[src/rtl/batt_pkg.sv]
// ============================================================================
// Module      : batt_pkg
// Description : Shared FSM state type, threshold defaults and LED helpers
//               for the battery monitor.
// Revision    : 1.0 - initial release
// ============================================================================
`default_nettype none

package batt_pkg;

    typedef enum logic [1:0] {
        ST_IDLE  = 2'd0,
        ST_START = 2'd1,
        ST_WAIT  = 2'd2,
        ST_ACCUM = 2'd3
    } batt_state_t;

    localparam logic [7:0] C_LOW_TH_DEF = 8'hB0;
    localparam logic [7:0] C_HYST_DEF   = 8'h08;

    // Exit threshold is formed in 9 bits so LOW_TH+HYST cannot wrap.
    function automatic logic [7:0] exit_th(input logic [7:0] low_th,
                                           input logic [7:0] hyst);
        logic [8:0] s;
        s = {1'b0, low_th} + {1'b0, hyst};
        return s[8] ? 8'hFF : s[7:0];
    endfunction

    // avg[7:5]+1 LEDs lit from bit 0 upward.
    function automatic logic [7:0] therm8(input logic [7:0] avg);
        logic [7:0] mask;
        mask = 8'hFE << avg[7:5];
        return ~mask;
    endfunction

endpackage

`default_nettype wire

[src/rtl/batt_avg4.sv]
// ============================================================================
// Module      : batt_avg4
// Description : 4-entry sample shift register with first-sample priming and
//               a 10-bit running sum.
// Revision    : 1.0 - initial release
// ============================================================================
`default_nettype none

module batt_avg4 (
    input  logic       clk,
    input  logic       rst_n,
    input  logic       i_load,
    input  logic [7:0] i_sample,
    output logic [9:0] o_sum,
    output logic       o_primed
);

    logic [3:0][7:0] r_smp;
    logic            r_primed;

    always_ff @(posedge clk or negedge rst_n) begin
        if (!rst_n) begin
            r_smp    <= '0;
            r_primed <= 1'b0;
        end else if (i_load) begin
            if (!r_primed) begin
                // Fill every slot so the first average is the sample itself.
                r_smp    <= {4{i_sample}};
                r_primed <= 1'b1;
            end else begin
                r_smp <= {r_smp[2:0], i_sample};
            end
        end
    end

    assign o_sum    = 10'(r_smp[0]) + 10'(r_smp[1]) + 10'(r_smp[2]) + 10'(r_smp[3]);
    assign o_primed = r_primed;

endmodule

`default_nettype wire

[src/rtl/batt_monitor.sv]
// ============================================================================
// Module      : batt_monitor
// Description : Periodic battery A2D sampler with running average,
//               hysteretic low-battery flag and LED bar/blink output.
// Revision    : 1.0 - initial release
// ============================================================================
`default_nettype none

module batt_monitor
    import batt_pkg::*;
#(
    parameter int         PER_W  = 20,
    parameter int         TO_W   = 10,
    parameter logic [7:0] LOW_TH = C_LOW_TH_DEF,
    parameter logic [7:0] HYST   = C_HYST_DEF
) (
    input  logic        clk,
    input  logic        rst_n,
    input  logic        cnv_cmplt,
    input  logic [11:0] res,
    output logic        strt_cnv,
    output logic [7:0]  batt,
    output logic        batt_vld,
    output logic        batt_low,
    output logic [7:0]  led,
    output logic        a2d_err
);

    localparam logic [7:0] c_exit_th = exit_th(LOW_TH, HYST);

    batt_state_t     r_state;
    logic [PER_W-1:0] r_per_cnt;
    logic [TO_W-1:0]  r_to_cnt;
    logic             r_strt_cnv;
    logic [7:0]       r_batt;
    logic             r_batt_low;
    logic [7:0]       r_led;
    logic             r_a2d_err;

    logic             w_tick;
    logic [TO_W-1:0]  w_to_next;
    logic             w_timeout;
    logic             w_capture;
    logic [9:0]       w_sum;
    logic [7:0]       w_avg;
    logic             w_low_next;
    logic [7:0]       w_blink;
    logic             w_unused;

    always_ff @(posedge clk or negedge rst_n) begin
        if (!rst_n) r_per_cnt <= '0;
        else        r_per_cnt <= r_per_cnt + PER_W'(1);
    end

    assign w_tick    = &r_per_cnt;
    assign w_to_next = r_to_cnt + TO_W'(1);
    assign w_timeout = (w_to_next == {TO_W{1'b1}});
    assign w_capture = (r_state == ST_WAIT) && cnv_cmplt;

    batt_avg4 u_avg4 (
        .clk      (clk),
        .rst_n    (rst_n),
        .i_load   (w_capture),
        .i_sample (res[11:4]),
        .o_sum    (w_sum),
        .o_primed (batt_vld)
    );

    assign w_avg   = w_sum[9:2];
    assign w_blink = {8{r_per_cnt[PER_W-1]}};

    always_comb begin
        w_low_next = r_batt_low;
        if (w_avg < LOW_TH)
            w_low_next = 1'b1;
        else if (w_avg >= c_exit_th)
            w_low_next = 1'b0;
    end

    always_ff @(posedge clk or negedge rst_n) begin
        if (!rst_n) begin
            r_state    <= ST_IDLE;
            r_to_cnt   <= '0;
            r_strt_cnv <= 1'b0;
            r_batt     <= '0;
            r_batt_low <= 1'b0;
            r_led      <= '0;
            r_a2d_err  <= 1'b0;
        end else begin
            r_strt_cnv <= 1'b0;
            case (r_state)
                ST_IDLE: begin
                    if (w_tick) begin
                        r_state    <= ST_START;
                        r_strt_cnv <= 1'b1;
                    end
                end
                ST_START: begin
                    r_state  <= ST_WAIT;
                    r_to_cnt <= '0;
                end
                ST_WAIT: begin
                    // Ticks are not looked at here, so they are dropped.
                    if (cnv_cmplt) begin
                        r_state   <= ST_ACCUM;
                        r_a2d_err <= 1'b0;
                    end else if (w_timeout) begin
                        r_state   <= ST_IDLE;
                        r_a2d_err <= 1'b1;
                    end else begin
                        r_to_cnt <= w_to_next;
                    end
                end
                ST_ACCUM: begin
                    r_state    <= ST_IDLE;
                    r_batt     <= w_avg;
                    r_batt_low <= w_low_next;
                    r_led      <= w_low_next ? w_blink : therm8(w_avg);
                end
                default: r_state <= ST_IDLE;
            endcase
            if ((r_state != ST_ACCUM) && r_batt_low)
                r_led <= w_blink;
        end
    end

    assign strt_cnv = r_strt_cnv;
    assign batt     = r_batt;
    assign batt_low = r_batt_low;
    assign led      = r_led;
    assign a2d_err  = r_a2d_err;

    assign w_unused = ^{res[3:0], w_sum[1:0]};

endmodule

`default_nettype wire
[config.mk]
export PLATFORM = sky130hd
export DESIGN_NAME = batt_monitor
export DESIGN_NICKNAME = d
export VERILOG_FILES = /design/src/rtl/batt_pkg.sv /design/src/rtl/batt_avg4.sv /design/src/rtl/batt_monitor.sv
export SDC_FILE = /design/constraint.sdc
export NUM_CORES = 1
export LEC_CHECK = 0
export BUFFER_PORTS_ARGS = -buffer_cell sky130_fd_sc_hd__buf_2
export CORE_MARGIN = 5
export CORE_UTILIZATION = 35
export CTS_BUF_LIST = sky130_fd_sc_hd__clkbuf_16
export CTS_CLUSTER_SIZE = 25
export DETAILED_ROUTE_END_ITERATION = 8
export GPL_ROUTABILITY_DRIVEN = 0
export PLACE_DENSITY_LB_ADDON = 0.05
export SLEW_MARGIN = 25
export SYNTH_ARGS = -nofsm -noshare
export SYNTH_HDL_FRONTEND = slang
export SYNTH_SLANG_ARGS = --single-unit
[constraint.sdc]
create_clock -name clk -period 3.4 [get_ports clk]
set_input_delay 0.34 -clock clk [delete_from_list [all_inputs] [get_ports clk]]
set_output_delay 0.34 -clock clk [all_outputs]
set_load 0.005 [all_outputs]
==> flow_summary.json <==
{
  "status": "complete, but fails checks",
  "violations": "setup timing",
  "clk_pin_slew_worst_paths_ps": 60,
  "cts_tree": "built",
  "dieWidth_um": 126,
  "relSlewSlack_pct": 46.1,
  "end_kind": "register",
  "rsz0062_at_grt": "true",
  "cts_root_buf": "clkbuf_16",
  "fp.dieH_um": 126,
  "grt_util_met2_pct": 21.8,
  "min_period_over_period_pct": 107,
  "async_reset_ff_share_pct": 100,
  "use_met1_pct": 17.8,
  "synth_warnings": 0,
  "viasPerCell": 4.94,
  "final_util_pct": 44.5,
  "p_per_area_nw_per_um2": 335,
  "post_drt_wl_per_cell_um": 13.7,
  "ff_latch_area_sq_um": 2100,
  "multi_input_area_sq_um": 2620,
  "ios": 35,
  "cts_buffers": 9,
  "p_leak_nw": 2.81,
  "start_kind": "register",
  "clk_latency_ps": 350,
  "dr_total_vias": 3667,
  "worst_slew_pin_slew_ps": 807,
  "hold_class": "primary input to async pin",
  "grt_pass1_vias": 3748,
  "netlist_top_cells_area": "dfrtp_1 45%, ha_1 5.0%, nand2_1 4.1%",
  "dr.pass1.iters": 4,
  "syn_area_sq_um": 4720,
  "cp_max_fo": 5,
  "use_met3_pct": 3.60,
  "critPathLaunch": "u_avg4.r_smp[1]",
  "synthCells": 494,
  "required_ps": 3630,
  "antenna_found_initial": 0,
  "synth_seq_cells": 84,
  "grt_first_pass_wirelength_um": 17800,
  "port_buffers": 30,
  "yosys_most_used_dff": "dfrtp_1",
  "die_area_sq_um": 15900,
  "area_delta_synth_final_pct": 25.0,
  "top_usage_layer": "met2",
  "synth_top_area_share_pct": 44.6,
  "peakVddDrop_mv": 0.215,
  "yosysTopAreaCell": "dfrtp_1",
  "rr_endpoint": "led[7]",
  "crit_type": "register to register",
  "setup_slack_ps": -255,
  "cp.arrival_ps": 3890,
  "yosysSeqAreaShare_pct": 44.6,
  "p_int_mw": 1.51,
  "drive_gt1_share_pct": 26.5,
  "total_power_mw": 1.97,
  "drt-initial-drc-count": 197,
  "comb_power_share_pct": 2.7,
  "start_util_pct": 35.6,
  "avgSynthCellArea_sq_um": 9.55,
  "reg2reg_depth": 17,
  "n_fill_cell": 1315,
  "endpoint": "led[7]",
  "finalWirelength_um": 10200,
  "r2r-start": "u_avg4.r_smp[1]",
  "finalHoldViolCount": 0,
  "pwr-share-clk_pct": 46.4,
  "max_cap_violations": 0,
  "slew_viol_final": 0,
  "grt_max_degree": 58,
  "clockBufferDepth": 2,
  "syn-num-nets": 537,
  "dp_hpwl_um": 7050,
  "synth_edf_count": 0,
  "fin_crit_ps": 3650,
  "drc": 0,
  "antenna_cells": 0,
  "max_freq_mhz": 274,
  "switching_share_pct": 23.3,
  "ctsHtreeMaxLevel": 3,
  "setup_viol": 13,
  "p_seq_share_pct": 50.9,
  "clock-sinks": 84,
  "rows": 42,
  "p_switching_mw": 0.460,
  "finalClockSkew_ps": 5.85,
  "synth_cell_type_count": 57,
  "final_antenna_net_count": 0,
  "fin_nets": 604,
  "core_area_sq_um": 13200,
  "grt_use_total_pct": 13.6,
  "r2r_setup_slack_ps": -250,
  "grt.overflow.total": 0
}
power by group through the flow:
stage | Clock [mW] | Sequential [mW] | Combinational, mW
floorplan | 0 | 1.02 | 0.0207
CTS | 0.960 | 1.01 | 0.0556
finish | 0.916 | 1.01 | 0.0526
detailed placement | 0 | 1.02 | 0.0554
global route | 0.991 | 1.01 | 0.0627
global placement | 0 | 1.02 | 0.0548
stage by stage:
| step | setup TNS (ps) | hold WS (ps) | worst slack [ps] | cell area (sq um) | std cells |
|---|---|---|---|---|---|
| after global placement | -3570 | 454 | -352 | 5320 | 718 |
| after detailed placement | -4240 | 459 | -430 | 5320 | 718 |
| final | -2010 | 49.6 | -255 | 5900 | 742 |
| after global routing | -4580 | 128 | -441 | 5900 | 742 |
| after CTS | -1980 | 82.8 | -224 | 5800 | 739 |
| after floorplan | -826 | 44.4 | -106 | 4760 | 494 |
layout make-up:
cell class | instances | share of cell area (%)
timing repair buffer | 79 | 9.08
clock buffer | 9 | 3.82
sequential | 84 | 35.7
inverter | 39 | 2.48
tap | 176 | 3.74
clock inverter | 7 | 0.870
multi-input combinational | 348 | 44.4
metal layers:
layer,vias up,wire length (um)
met5,-,0
met2,34,4770
met1,1747,4960
met3,14,300
met4,0,173
li1,1872,-
worst max-delay path, cell delays in order (launching register included):
cell	delay [ps]
dfrtp_1	400
ha_1	270
a21o_1	180
a21oi_2	170
nand2b_4	160
a21boi_4	50
o41a_1	350
xnor2_2	160
fa_1	490
inv_2	50
ha_4	250
o21ai_1	110
nor2_1	50
mux2i_1	200
o2111ai_2	190
buf_4	170
o311ai_2	200
o21ai_1	80
layout by cell type (no fill, tap or decap), types with 4 or more instances in the layout:
| master | count |
|---|---|
| dfrtp_1 | 84 |
| nand2_1 | 46 |
| buf_4 | 46 |
| inv_1 | 36 |
| a21oi_1 | 34 |
| buf_2 | 29 |
| nor2_1 | 23 |
| o21ai_0 | 22 |
| xnor2_1 | 17 |
| a211oi_1 | 15 |
| nand3_1 | 14 |
| ha_1 | 14 |
| nor2b_1 | 13 |
| xor2_1 | 10 |
| clkbuf_16 | 9 |
| mux2_2 | 8 |
| fa_1 | 8 |
| o21ai_1 | 7 |
| nor3_1 | 6 |
| nand4_1 | 6 |
| a31oi_1 | 6 |
| nand3_2 | 6 |
| a21o_1 | 5 |
| and3_1 | 5 |
| nand2_2 | 5 |
| a21oi_2 | 4 |
| and2_1 | 4 |
| mux2i_1 | 4 |
| ha_4 | 4 |
| buf_6 | 4 |
synthesized netlist by cell type, drive strengths merged (2+ instances only):
master,number
nor3,7
mux2,8
nor2,25
o2111ai,2
nand4,7
o31a,2
nand2,51
mux2i,4
fa,9
o311ai,5
nor2b,14
ha,19
o211ai,2
nand2b,3
xnor2,19
and2,4
xor2,11
a31oi,7
buf,2
clkbuf,21
a21oi,38
a2111oi,2
o22ai,2
inv,39
a22oi,2
dfrtp,84
and3,6
o21ai,31
a21o,6
a21boi,3
or3,3
a211oi,15
nand3,20
o21a,2
nor4,3
state kept, by name, indices dropped and copies added, names as in the netlist:
name and flops:
a2d_err 1, batt 8, led 8, r_to_cnt 10, batt_low 1, r_per_cnt 20, r_state 2, strt_cnv 1
u_avg4.r_smp 32, u_avg4.o_primed 1
kinds of logic after synthesis:
kind of cell	count (synthesis)	synth area share [%]
multiplexers	12	2.76
flip-flops	84	44.6
adder cells (fa/ha/maj)	28	8.86
AO/OA/AOI/OAI	129	17.6
XOR/XNOR	30	5.57
AND/OR/NAND/NOR	149	15.5
buffers and inverters	62	5.17
worst min-delay path by stage:
stage             startpoint          endpoint  slack (ps)  cells past startpoint
4_1_cts                rst_n  u_avg4.r_smp[16]          80                      1
3_5_place_dp           rst_n  u_avg4.r_smp[16]         460                      1
3_3_place_gp   r_per_cnt[15]     r_per_cnt[15]         450                      1
2_1_floorplan          rst_n           a2d_err          40                      0
5_1_grt                rst_n  u_avg4.r_smp[10]         130                      1
6_report               rst_n  u_avg4.r_smp[16]          50                      1
what timing repair did:
action	CTS	global route
pin swaps	15	6
setup endpoints to repair	12	13
hold buffers	0	0
gates resized for setup	30	22
setup buffers	6	4
(Power assumes the default switching activity.)
